`config.mk`:
```
export PLATFORM = sky130hd
export DESIGN_NAME = prefetch_refill_ctrl
export DESIGN_NICKNAME = d
export VERILOG_FILES = /design/src/rtl/prefetch_pkg.sv /design/src/rtl/rr_arbiter.sv /design/src/rtl/prefetch_refill_ctrl.sv
export SDC_FILE = /design/constraint.sdc
export NUM_CORES = 1
export LEC_CHECK = 0
export ABC_AREA = 1
export CAP_MARGIN = 0
export CORE_UTILIZATION = 25
export DETAILED_ROUTE_END_ITERATION = 8
export PLACE_DENSITY_LB_ADDON = 0.15
export SLEW_MARGIN = 20
export SYNTH_ARGS = -nofsm -noshare
export SYNTH_HDL_FRONTEND = slang
export SYNTH_SLANG_ARGS = --single-unit
```
`constraint.sdc`:
```
create_clock -name clk -period 6.27 [get_ports clk]
set_input_delay 0.9405 -clock clk [delete_from_list [all_inputs] [get_ports clk]]
set_output_delay 0.9405 -clock clk [all_outputs]
set_load 0.1 [all_outputs]
```
`src/rtl/prefetch_pkg.sv`:
```
// Shared types for the prefetch refill path: flow id type and the read-request payload.
package prefetch_pkg;

    function automatic int unsigned idx_width(input int unsigned n);
        return $clog2(n + 1);
    endfunction

    // Flow id storage is sized for the largest supported flow count; tops truncate to IDX_WIDTH.
    localparam int unsigned MAX_FLOWS     = 255;
    localparam int unsigned FLOW_ID_WIDTH = idx_width(MAX_FLOWS);

    typedef logic [FLOW_ID_WIDTH-1:0] flow_id_t;

    typedef struct packed {
        logic     valid;
        flow_id_t flow_id;
    } rd_req_t;

endpackage

```
`src/rtl/rr_arbiter.sv`:
```
// Round-robin pick: first requester at or after ptr, wrapping at N.
module rr_arbiter
    import prefetch_pkg::*;
#(
    parameter int unsigned N  = 16,
    parameter int unsigned IW = idx_width(N)
) (
    input  logic [N-1:0]  req,
    input  logic [IW-1:0] ptr,
    output logic [N-1:0]  grant,
    output logic [IW-1:0] grant_idx,
    output logic          any
);

    always_comb begin
        int unsigned j;
        j         = 0;
        grant     = '0;
        grant_idx = '0;
        any       = 1'b0;
        for (int unsigned i = 0; i < N; i++) begin
            j = 32'(ptr) + i;
            if (j >= N) begin
                j = j - N;
            end
            if (!any && req[j]) begin
                any       = 1'b1;
                grant[j]  = 1'b1;
                grant_idx = IW'(j);
            end
        end
    end

endmodule

```
`src/rtl/prefetch_refill_ctrl.sv`:
```
// Refill side of the per-flow prefetch buffer: backlog and credit tracking per flow,
// round-robin read requests to the backing store, and response-to-push forwarding.
module prefetch_refill_ctrl
    import prefetch_pkg::*;
#(
    parameter int unsigned NUM_FLOWS     = 16,
    parameter int unsigned DEPTH         = 1,
    parameter int unsigned DATA_WIDTH    = 8,
    parameter int unsigned BACKLOG_WIDTH = 16
) (
    input  logic                          clk,
    input  logic                          reset,
    input  logic                          i__enq_valid,
    input  logic [idx_width(NUM_FLOWS)-1:0] i__enq_flow_id,
    output logic                          o__enq_ready,
    output logic                          o__rd_req_valid,
    output logic [idx_width(NUM_FLOWS)-1:0] o__rd_req_flow_id,
    input  logic                          i__rd_req_ready,
    input  logic                          i__rd_rsp_valid,
    input  logic [idx_width(NUM_FLOWS)-1:0] i__rd_rsp_flow_id,
    input  logic [DATA_WIDTH-1:0]         i__rd_rsp_data,
    output logic                          o__push_valid,
    output logic [idx_width(NUM_FLOWS)-1:0] o__push_flow_id,
    output logic [DATA_WIDTH-1:0]         o__push_data,
    input  logic                          i__pop,
    input  logic [idx_width(NUM_FLOWS)-1:0] i__pop_flow_id,
    input  logic                          i__reinsert_valid,
    output logic                          o__idle
);

    localparam int unsigned IDX_WIDTH  = idx_width(NUM_FLOWS);
    localparam int unsigned CRED_WIDTH = $clog2(DEPTH + 1);

    logic [NUM_FLOWS-1:0] enq_sel;
    logic [NUM_FLOWS-1:0] pop_sel;
    logic [NUM_FLOWS-1:0] eligible;
    logic [NUM_FLOWS-1:0] bl_full;
    logic [NUM_FLOWS-1:0] bl_nz_d;
    logic [NUM_FLOWS-1:0] grant;
    logic [IDX_WIDTH-1:0] grant_idx;
    logic                 grant_any;

    rd_req_t              req_q, req_d;
    logic [IDX_WIDTH-1:0] rr_ptr_q, rr_ptr_d;
    logic                 load_c;
    logic                 rsp_ok_c;
    logic                 idle_d;
    logic                 push_valid_q;
    logic [IDX_WIDTH-1:0] push_flow_id_q;
    logic [DATA_WIDTH-1:0] push_data_q;
    logic                 idle_q;

    // Out-of-range ids never match any flow, so they fall through with no effect.
    assign o__enq_ready = |(enq_sel & ~bl_full);
    assign load_c       = !req_q.valid || i__rd_req_ready;
    assign rsp_ok_c     = i__rd_rsp_valid && (i__rd_rsp_flow_id < IDX_WIDTH'(NUM_FLOWS));

    rr_arbiter #(
        .N  (NUM_FLOWS),
        .IW (IDX_WIDTH)
    ) u_rr_arbiter (
        .req       (eligible),
        .ptr       (rr_ptr_q),
        .grant     (grant),
        .grant_idx (grant_idx),
        .any       (grant_any)
    );

    for (genvar f = 0; f < NUM_FLOWS; f++) begin : g_flow
        logic [CRED_WIDTH-1:0]    credit_q, credit_d;
        logic [BACKLOG_WIDTH-1:0] backlog_q, backlog_d;
        logic                     enq_acc;
        logic                     take;
        logic                     pop_f;
        logic                     reins_f;
        int                       cred_sum;

        assign enq_sel[f]  = (i__enq_flow_id == IDX_WIDTH'(f));
        assign pop_sel[f]  = (i__pop_flow_id == IDX_WIDTH'(f));
        assign enq_acc     = i__enq_valid && enq_sel[f] && !bl_full[f];
        assign take        = load_c && grant[f];
        assign pop_f       = i__pop && pop_sel[f];
        assign reins_f     = i__reinsert_valid && pop_sel[f];
        assign eligible[f] = (credit_q != '0) && (backlog_q != '0);
        assign bl_full[f]  = &backlog_q;
        assign bl_nz_d[f]  = (backlog_d != '0);

        // Pop, reinsert and request load all land on the credit in the same cycle.
        always_comb begin
            cred_sum  = int'(credit_q) + int'(pop_f) - int'(reins_f) - int'(take);
            credit_d  = CRED_WIDTH'(cred_sum);
            backlog_d = backlog_q;
            if (enq_acc && !take) begin
                backlog_d = backlog_q + BACKLOG_WIDTH'(1);
            end else if (!enq_acc && take) begin
                backlog_d = backlog_q - BACKLOG_WIDTH'(1);
            end
        end

        always_ff @(posedge clk) begin
            if (!reset) begin
                credit_q  <= CRED_WIDTH'(DEPTH);
                backlog_q <= '0;
            end else begin
                assert (cred_sum >= 0 && cred_sum <= int'(DEPTH));
                credit_q  <= credit_d;
                backlog_q <= backlog_d;
            end
        end
    end

    // Request register next state: reload when empty or accepted, else hold.
    always_comb begin
        req_d    = req_q;
        rr_ptr_d = rr_ptr_q;
        if (load_c) begin
            req_d.valid = grant_any;
            if (grant_any) begin
                req_d.flow_id = FLOW_ID_WIDTH'(grant_idx);
                rr_ptr_d      = (grant_idx == IDX_WIDTH'(NUM_FLOWS - 1)) ? '0
                                                                         : grant_idx + IDX_WIDTH'(1);
            end
        end
        idle_d = !(|bl_nz_d) && !req_d.valid && !rsp_ok_c;
    end

    always_ff @(posedge clk) begin
        if (!reset) begin
            req_q          <= '0;
            rr_ptr_q       <= '0;
            push_valid_q   <= 1'b0;
            push_flow_id_q <= '0;
            push_data_q    <= '0;
            idle_q         <= 1'b1;
        end else begin
            req_q        <= req_d;
            rr_ptr_q     <= rr_ptr_d;
            push_valid_q <= rsp_ok_c;
            if (rsp_ok_c) begin
                push_flow_id_q <= i__rd_rsp_flow_id;
                push_data_q    <= i__rd_rsp_data;
            end
            idle_q <= idle_d;
        end
    end

    assign o__rd_req_valid   = req_q.valid;
    assign o__rd_req_flow_id = IDX_WIDTH'(req_q.flow_id);
    assign o__push_valid     = push_valid_q;
    assign o__push_flow_id   = push_flow_id_q;
    assign o__push_data      = push_data_q;
    assign o__idle           = idle_q;

endmodule

```
==> results of run 1 <==
==> logic make-up after synthesis <==
logic type | count (synthesis) | share of synthesized area (%)
simple gates | 4001 | 51.9
fa+ha+maj | 56 | 2.08
flops | 298 | 17.7
compound gates | 456 | 7.09
buf+inv | 829 | 10.3
xor+xnor | 416 | 11.0
==> registers in the layout, summed over array words and instances (netlist names) <==
signal	cells
g_flow.backlog_q	256
o__push_data	8
o__rd_req_valid	1
o__push_flow_id	5
o__idle	1
g_flow.credit_q	16
o__push_valid	1
rr_ptr_q	5
o__rd_req_flow_id	5
==> per-stage QoR <==
step	cell area (sq um)	cells	worst slack [ps]	hold slack [ps]	power, W
after floorplan	33700	6056	1550	478	0.0166
after global placement	36400	7753	124	422	0.0229
after detailed placement	36400	7753	172	438	0.0227
after CTS	38000	7836	175	445	0.0256
after global routing	38100	7839	2.80	474	0.0282
final	38100	7840	440	438	0.0257
==> synth_stat cells, types with 4 or more instances <==
| library cell | n | area [sq um] |
|---|---|---|
| nor2_1 | 977 | 3670 |
| ha_1 | 56 | 701 |
| o22ai_1 | 5 | 31.3 |
| a21o_1 | 7 | 52.6 |
| nor2_2 | 39 | 244 |
| inv_1 | 469 | 1760 |
| buf_4 | 7 | 52.6 |
| o21ai_1 | 20 | 100 |
| o21ai_2 | 4 | 35.0 |
| buf_1 | 16 | 60.1 |
| a31oi_1 | 4 | 25.0 |
| inv_2 | 34 | 128 |
| a21oi_1 | 287 | 1440 |
| nor2_4 | 9 | 101 |
| buf_6 | 18 | 203 |
| a211oi_1 | 4 | 30.0 |
| clkinv_1 | 9 | 33.8 |
| nand4_1 | 270 | 1690 |
| nand3_1 | 448 | 2240 |
| o2111ai_1 | 5 | 43.8 |
| dfxtp_1 | 298 | 5970 |
| xnor2_1 | 44 | 385 |
| buf_2 | 138 | 691 |
| nand3_2 | 28 | 280 |
| o21ai_0 | 108 | 541 |
| xor2_1 | 368 | 3220 |
| xnor3_1 | 4 | 90.1 |
| nand2_4 | 13 | 146 |
| nor4_1 | 97 | 607 |
| nand2_1 | 1881 | 7060 |
| nor3_1 | 191 | 956 |
| clkbuf_1 | 136 | 510 |
| nand3_4 | 15 | 263 |
| nand2_2 | 24 | 150 |
==> area by class of cell <==
class	count	area, sq um
antenna	1	2.50
clock buffer	74	1410
clock inverter	9	159
fill	15200	95500
inverter	513	1940
multi-input combinational	4929	24400
sequential	298	5970
tap	1768	2210
timing repair buffer	248	2000
==> layer usage <==
layer	vias up	GRT usage, %
met5	-	0
met4	4	5.96
met3	216	2.52
met2	1071	32.2
met1	17500	27.3
li1	19500	-
==> worst max-delay path, delay by kind of cell (launching register included) <==
| kind | cells | cell delay [ps] |
|---|---|---|
| and+or+nand+nor | 32 | 4740 |
| adders and majority gates | 1 | 220 |
| buffers and inverters | 3 | 440 |
| DFF | 1 | 330 |
==> timing repair <==
item / in CTS / in global routing
gates resized for setup: 0 / 19
setup buffers: 0 / 3
hold endpoints to repair: 0 / 0
setup endpoints to repair: 0 / 1
==> power by group <==
| group | leakage (nW) | switching, W | internal (W) |
|---|---|---|---|
| logic | 14.8 | 0.0134 | 0.00628 |
| registers | 2.42 | 0.000785 | 0.00246 |
| clock network | 0.761 | 0.00110 | 0.00166 |
| total | 18.0 | 0.0153 | 0.0104 |
==> cell usage in the layout, fill, tap and decap left out, types with 48 or more instances in the layout <==
cell / Yosys / layout
a21oi_1: 287 / 287
buf_4: 7 / 196
clkbuf_16: 0 / 48
clkdlybuf4s50_1: 0 / 48
dfxtp_1: 298 / 297
ha_1: 56 / 56
inv_1: 469 / 468
nand2_1: 1881 / 1879
nand3_1: 448 / 448
nand4_1: 270 / 270
nor2_1: 977 / 972
nor3_1: 191 / 191
nor4_1: 97 / 97
o21ai_0: 108 / 108
xor2_1: 368 / 368
==> final timing paths <==
kind / start / to / slack [ps] / cells past startpoint
hold reg to reg: o__push_flow_id[4]$_SDFFE_PN0P_ / o__push_flow_id[4]$_SDFFE_PN0P_ / 440 / 2
hold / removal: o__push_flow_id[4]$_SDFFE_PN0P_ / o__push_flow_id[4]$_SDFFE_PN0P_ / 440 / 2
setup reg to reg: g_flow[10].backlog_q[0]$_SDFF_PN0_ / o__idle$_SDFF_PN1_ / 440 / 36
setup / recovery: g_flow[10].backlog_q[0]$_SDFF_PN0_ / o__idle$_SDFF_PN1_ / 440 / 36
==> impl_metrics.yaml, run 1 <==
status:
  status: "finished with violations"
  violations: "DRC"
synthesis:
  synth_edf_count: 0
  yosysUniqueCellTypes: 52
  synth_area_sq_um: 33700
  syn_nets: 6142
  async_reset_ff_share_pct: 0
  avgSynthCellArea_sq_um: 5.57
  syn_inst: 6056
  ys_seq_elements: 298
  ys_warn_count: 0
  ys_seq_area_share_pct: 17.7
  ys.flop_type: "dfxtp_1"
routing:
  dr.max_layer_used: "met5"
  first_iter_violations: 3158
  routedLengthMet1_microns: 64900
  wl_per_cell_microns: 17.7
  via_per_inst: 4.89
  met3_length_microns: 8130
  vias: 38300
  drc: 2
  antenna_left: 0
  wirelength_microns: 139000
  dr.pass1.iters: 8
  wl_met2_microns: 62200
global_routing:
  grt_max_degree: 149
  grt_usage_pct: 19.9
  grt_pass1_wl_microns: 216000
  antenna_found_initial: 2
  overflow: 0
  grt_pass1_vias: 36400
die:
  fp.coreArea_sq_um: 134000
  ios: 52
  std_cell_rows: 134
  die_w_microns: 369
  die_area_sq_um: 136000
  dieHeight_microns: 369
  initial_core_util_pct: 25.2
finish:
  area_growth_pct: 12.9
  fin_nets: 6123
  drive_above_1_share_pct: 7.43
  fin_util_pct: 28.5
timing:
  clock_skew_ps: 70.4
  final.setup.tns_ps: 0
  slew_violations: 0
  hold_viol_final: 0
  tightest_slew_ps: 1020
  finalCritPeriodShare_pct: 93.0
  rsz0062_at_grt: "false"
  slew-limit-headroom_pct: 31.5
  max_freq_mhz: 172
  period_minus_slack_ps: 5830
  setup_violations: 0
worst_setup_path:
  end_kind: "flip-flop"
  crit_top_cell: "nand2_1"
  required_ps: 6860
  crit_type: "flip-flop to flip-flop"
  worstPathArrival_ps: 6420
  crit_slowest_cell: "dfxtp_1"
  worstSetupStartpointType: "flip-flop"
  crit_path_max_incr_delay_ps: 330
  cp_max_fo: 14
clock_tree:
  h-tree-depth: 2
  clock_latency_ps: 660
  cts_buffers: 47
  cts.sinks: 298
  tritoncts: "done"
  clkSlewWorstSetupHoldPaths_ps: 60
  ctsHoldBuffers: 0
  root_buffer: "clkbuf_16"
  clockBufferDepth: 3
placement:
  place_hpwl_microns: 106000
  port_buffers: 51
  gp_congestion: 0.993
flow_run:
  maxCapViolations: 0
pwr:
  ir_worst_vdd_mv: 0.339
  power_density_nw_per_um2: 675
  p_leak_nw: 18.0
hold_path:
  hp-class: "flip-flop to flip-flop"
Note: power is estimated with default switching activity, not from simulation.
==> run 2: changes to the inputs <==
--- a/config.mk
+++ b/config.mk
@@ -8,5 +8,5 @@
 export ABC_AREA = 1
 export CAP_MARGIN = 0
-export CORE_UTILIZATION = 25
+export CORE_UTILIZATION = 49
 export DETAILED_ROUTE_END_ITERATION = 8
 export PLACE_DENSITY_LB_ADDON = 0.15
==> constraint.sdc (replaced) <==
create_clock -name clk -period 6.27 [get_ports clk]
set_input_delay 1.254 -clock clk [delete_from_list [all_inputs] [get_ports clk]]
set_output_delay 1.254 -clock clk [all_outputs]
set_load 0.1 [all_outputs]
==> impl_metrics.yaml, run 2 (synthesized netlist as in run 1, its figures left out) <==
routing:
  drc: 0
  antenna_left: 0
  wl_per_cell_microns: 18.3
  via_per_inst: 5.68
  first_iter_violations: 4409
  vias: 39000
  dr.pass1.iters: 7
  wirelength_microns: 126000
placement:
  dp_slack_ps: -9.90
  place_hpwl_microns: 94100
  dpl_cell_area_sq_um: 34800
  gp_congestion: 1.09
  dp.cells: 6794
  port_buffers: 51
clock_tree:
  cts.sinks: 298
  clock_latency_ps: 600
  root_buffer: "clkbuf_16"
  cts_buffers: 41
  tritoncts: "done"
  clkSlewWorstSetupHoldPaths_ps: 70
  clockBufferDepth: 3
  h-tree-depth: 2
worst_setup_path:
  required_ps: 6790
  worstSetupStartpointType: "flip-flop"
  crit_family: "simple AND/OR/NAND/NOR gates"
  worstPathArrival_ps: 6500
  crit_type: "flip-flop to flip-flop"
  crit_slowest_cell: "dfxtp_1"
  cp_max_fo: 17
  crit_top_cell: "nand2_1"
  path_buf_inv: 5
  end_kind: "flip-flop"
  crit_path_max_incr_delay_ps: 450
finish:
  regMostFlops: "g_flow.backlog_q"
  fin_nets: 6056
  largest_reg_flops: 256
  antennaDiodeCount: 0
  final_cell_mix: "1878 x nand2_1, 974 x nor2_1, 467 x inv_1"
  area_growth_pct: 7.98
  final_common_cell: "nand2_1"
  fin_area_sq_um: 36400
  seq_area_sq_um: 5970
  nFillCells: 7294
  fin_cells: 6873
  drive_above_1_share_pct: 6.55
  multi_input_area_sq_um: 24400
die:
  ios: 52
  initial_core_util_pct: 49.9
  dieHeight_microns: 264
  die_w_microns: 264
  die_area_sq_um: 69900
  std_cell_rows: 95
  fp.coreArea_sq_um: 67600
timing:
  tightest_slew_ps: 1190
  finalCritPeriodShare_pct: 95.4
  fin_ws_ps: 286
  period_minus_slack_ps: 5980
  max_freq_mhz: 167
  setup_violations: 0
  slew-limit-headroom_pct: 19.9
  clock_skew_ps: 20.8
  hold_viol_final: 0
  final.setup.tns_ps: 0
  slew_violations: 0
global_routing:
  gr-usage-met1_pct: 49.2
  use_met3_pct: 4.49
  grt-busiest-layer: "met2"
  antenna_found_initial: 0
  grt_usage_pct: 35.3
  grt_pass1_wl_microns: 199000
  grt_pass1_vias: 35900
  met2_usage_pct: 55.1
  overflow: 0
  grt_max_degree: 147
pwr:
  ir_worst_vdd_mv: 0.395
  power_density_nw_per_um2: 691
  p_leak_nw: 17.6
status:
  status: "finished clean"
hold_path:
  hp-class: "flip-flop to flip-flop"
flow_run:
  maxCapViolations: 0
-- run 2: cell types whose count changed in the layout (fill, tap and decap cells not counted), sizes merged --
cell / delta
clkinv: +6
clkbuf: -23
bufinv: +3
clkdlybuf4s50: +2
clkinvlp: +3
nand3: +1
diode: -1
buf: -63
-- run 2: timing repair --
| item | in CTS | in global routing |
|---|---|---|
| resized for setup | 1 | 18 |
| setup buffers | 0 | 5 |
| cloned | 0 | 1 |
| pin swaps | 0 | 2 |
| setup endpoints to repair | 1 | 1 |
| hold buffers | 0 | 0 |
-- run 2: cell type report --
type                       count  share of cell area [%]
tap                          873                    3.00
clock buffer                  52                    3.21
sequential                   298                    16.4
inverter                     513                    5.34
timing repair buffer         186                    4.25
multi-input combinational   4930                    67.0
clock inverter                21                   0.811
-- run 2: worst reg2reg max path, delay by kind of cell, from the launching register on --
kind | cells | cell delay (ps)
flops | 1 | 450
compound gates | 2 | 250
fa+ha+maj | 1 | 260
simple gates | 25 | 3670
buf+inv | 5 | 1270
-- run 2: power by group --
group / total (W) / leakage (nW) / switching [W] / internal (W)
Combinational: 0.0192 / 14.5 / 0.0130 / 0.00619
Sequential: 0.00343 / 2.42 / 0.000972 / 0.00246
Clock: 0.00256 / 0.718 / 0.000996 / 0.00157
-- run 2: routing by layer --
metal	up-vias	part of all wire, %
met3	289	8.1
met4	0	3.9
met1	17800	45
met5	-	0
met2	1655	43
li1	19300	-
-- run 2: stage by stage --
stage | hold slack, ps | utilization, % | total power, W
finish | 429 | 53.9 | 0.0252
floorplan | 478 | - | 0.0166
global placement | 420 | 51.5 | 0.0220
detailed placement | 425 | 51.5 | 0.0219
global route | 472 | 53.9 | 0.0274
CTS | 431 | 53.6 | 0.0246
-- run 2: final timing paths --
kind | from | to | slack, ps | cells after the start
max | rr_ptr_q[1]$_SDFFE_PN0P_ | o__idle$_SDFF_PN1_ | 290 | 33
min | o__push_flow_id[4]$_SDFFE_PN0P_ | o__push_flow_id[4]$_SDFFE_PN0P_ | 430 | 2
max reg2reg | rr_ptr_q[1]$_SDFFE_PN0P_ | o__idle$_SDFF_PN1_ | 290 | 33
min reg2reg | o__push_flow_id[4]$_SDFFE_PN0P_ | o__push_flow_id[4]$_SDFFE_PN0P_ | 430 | 2
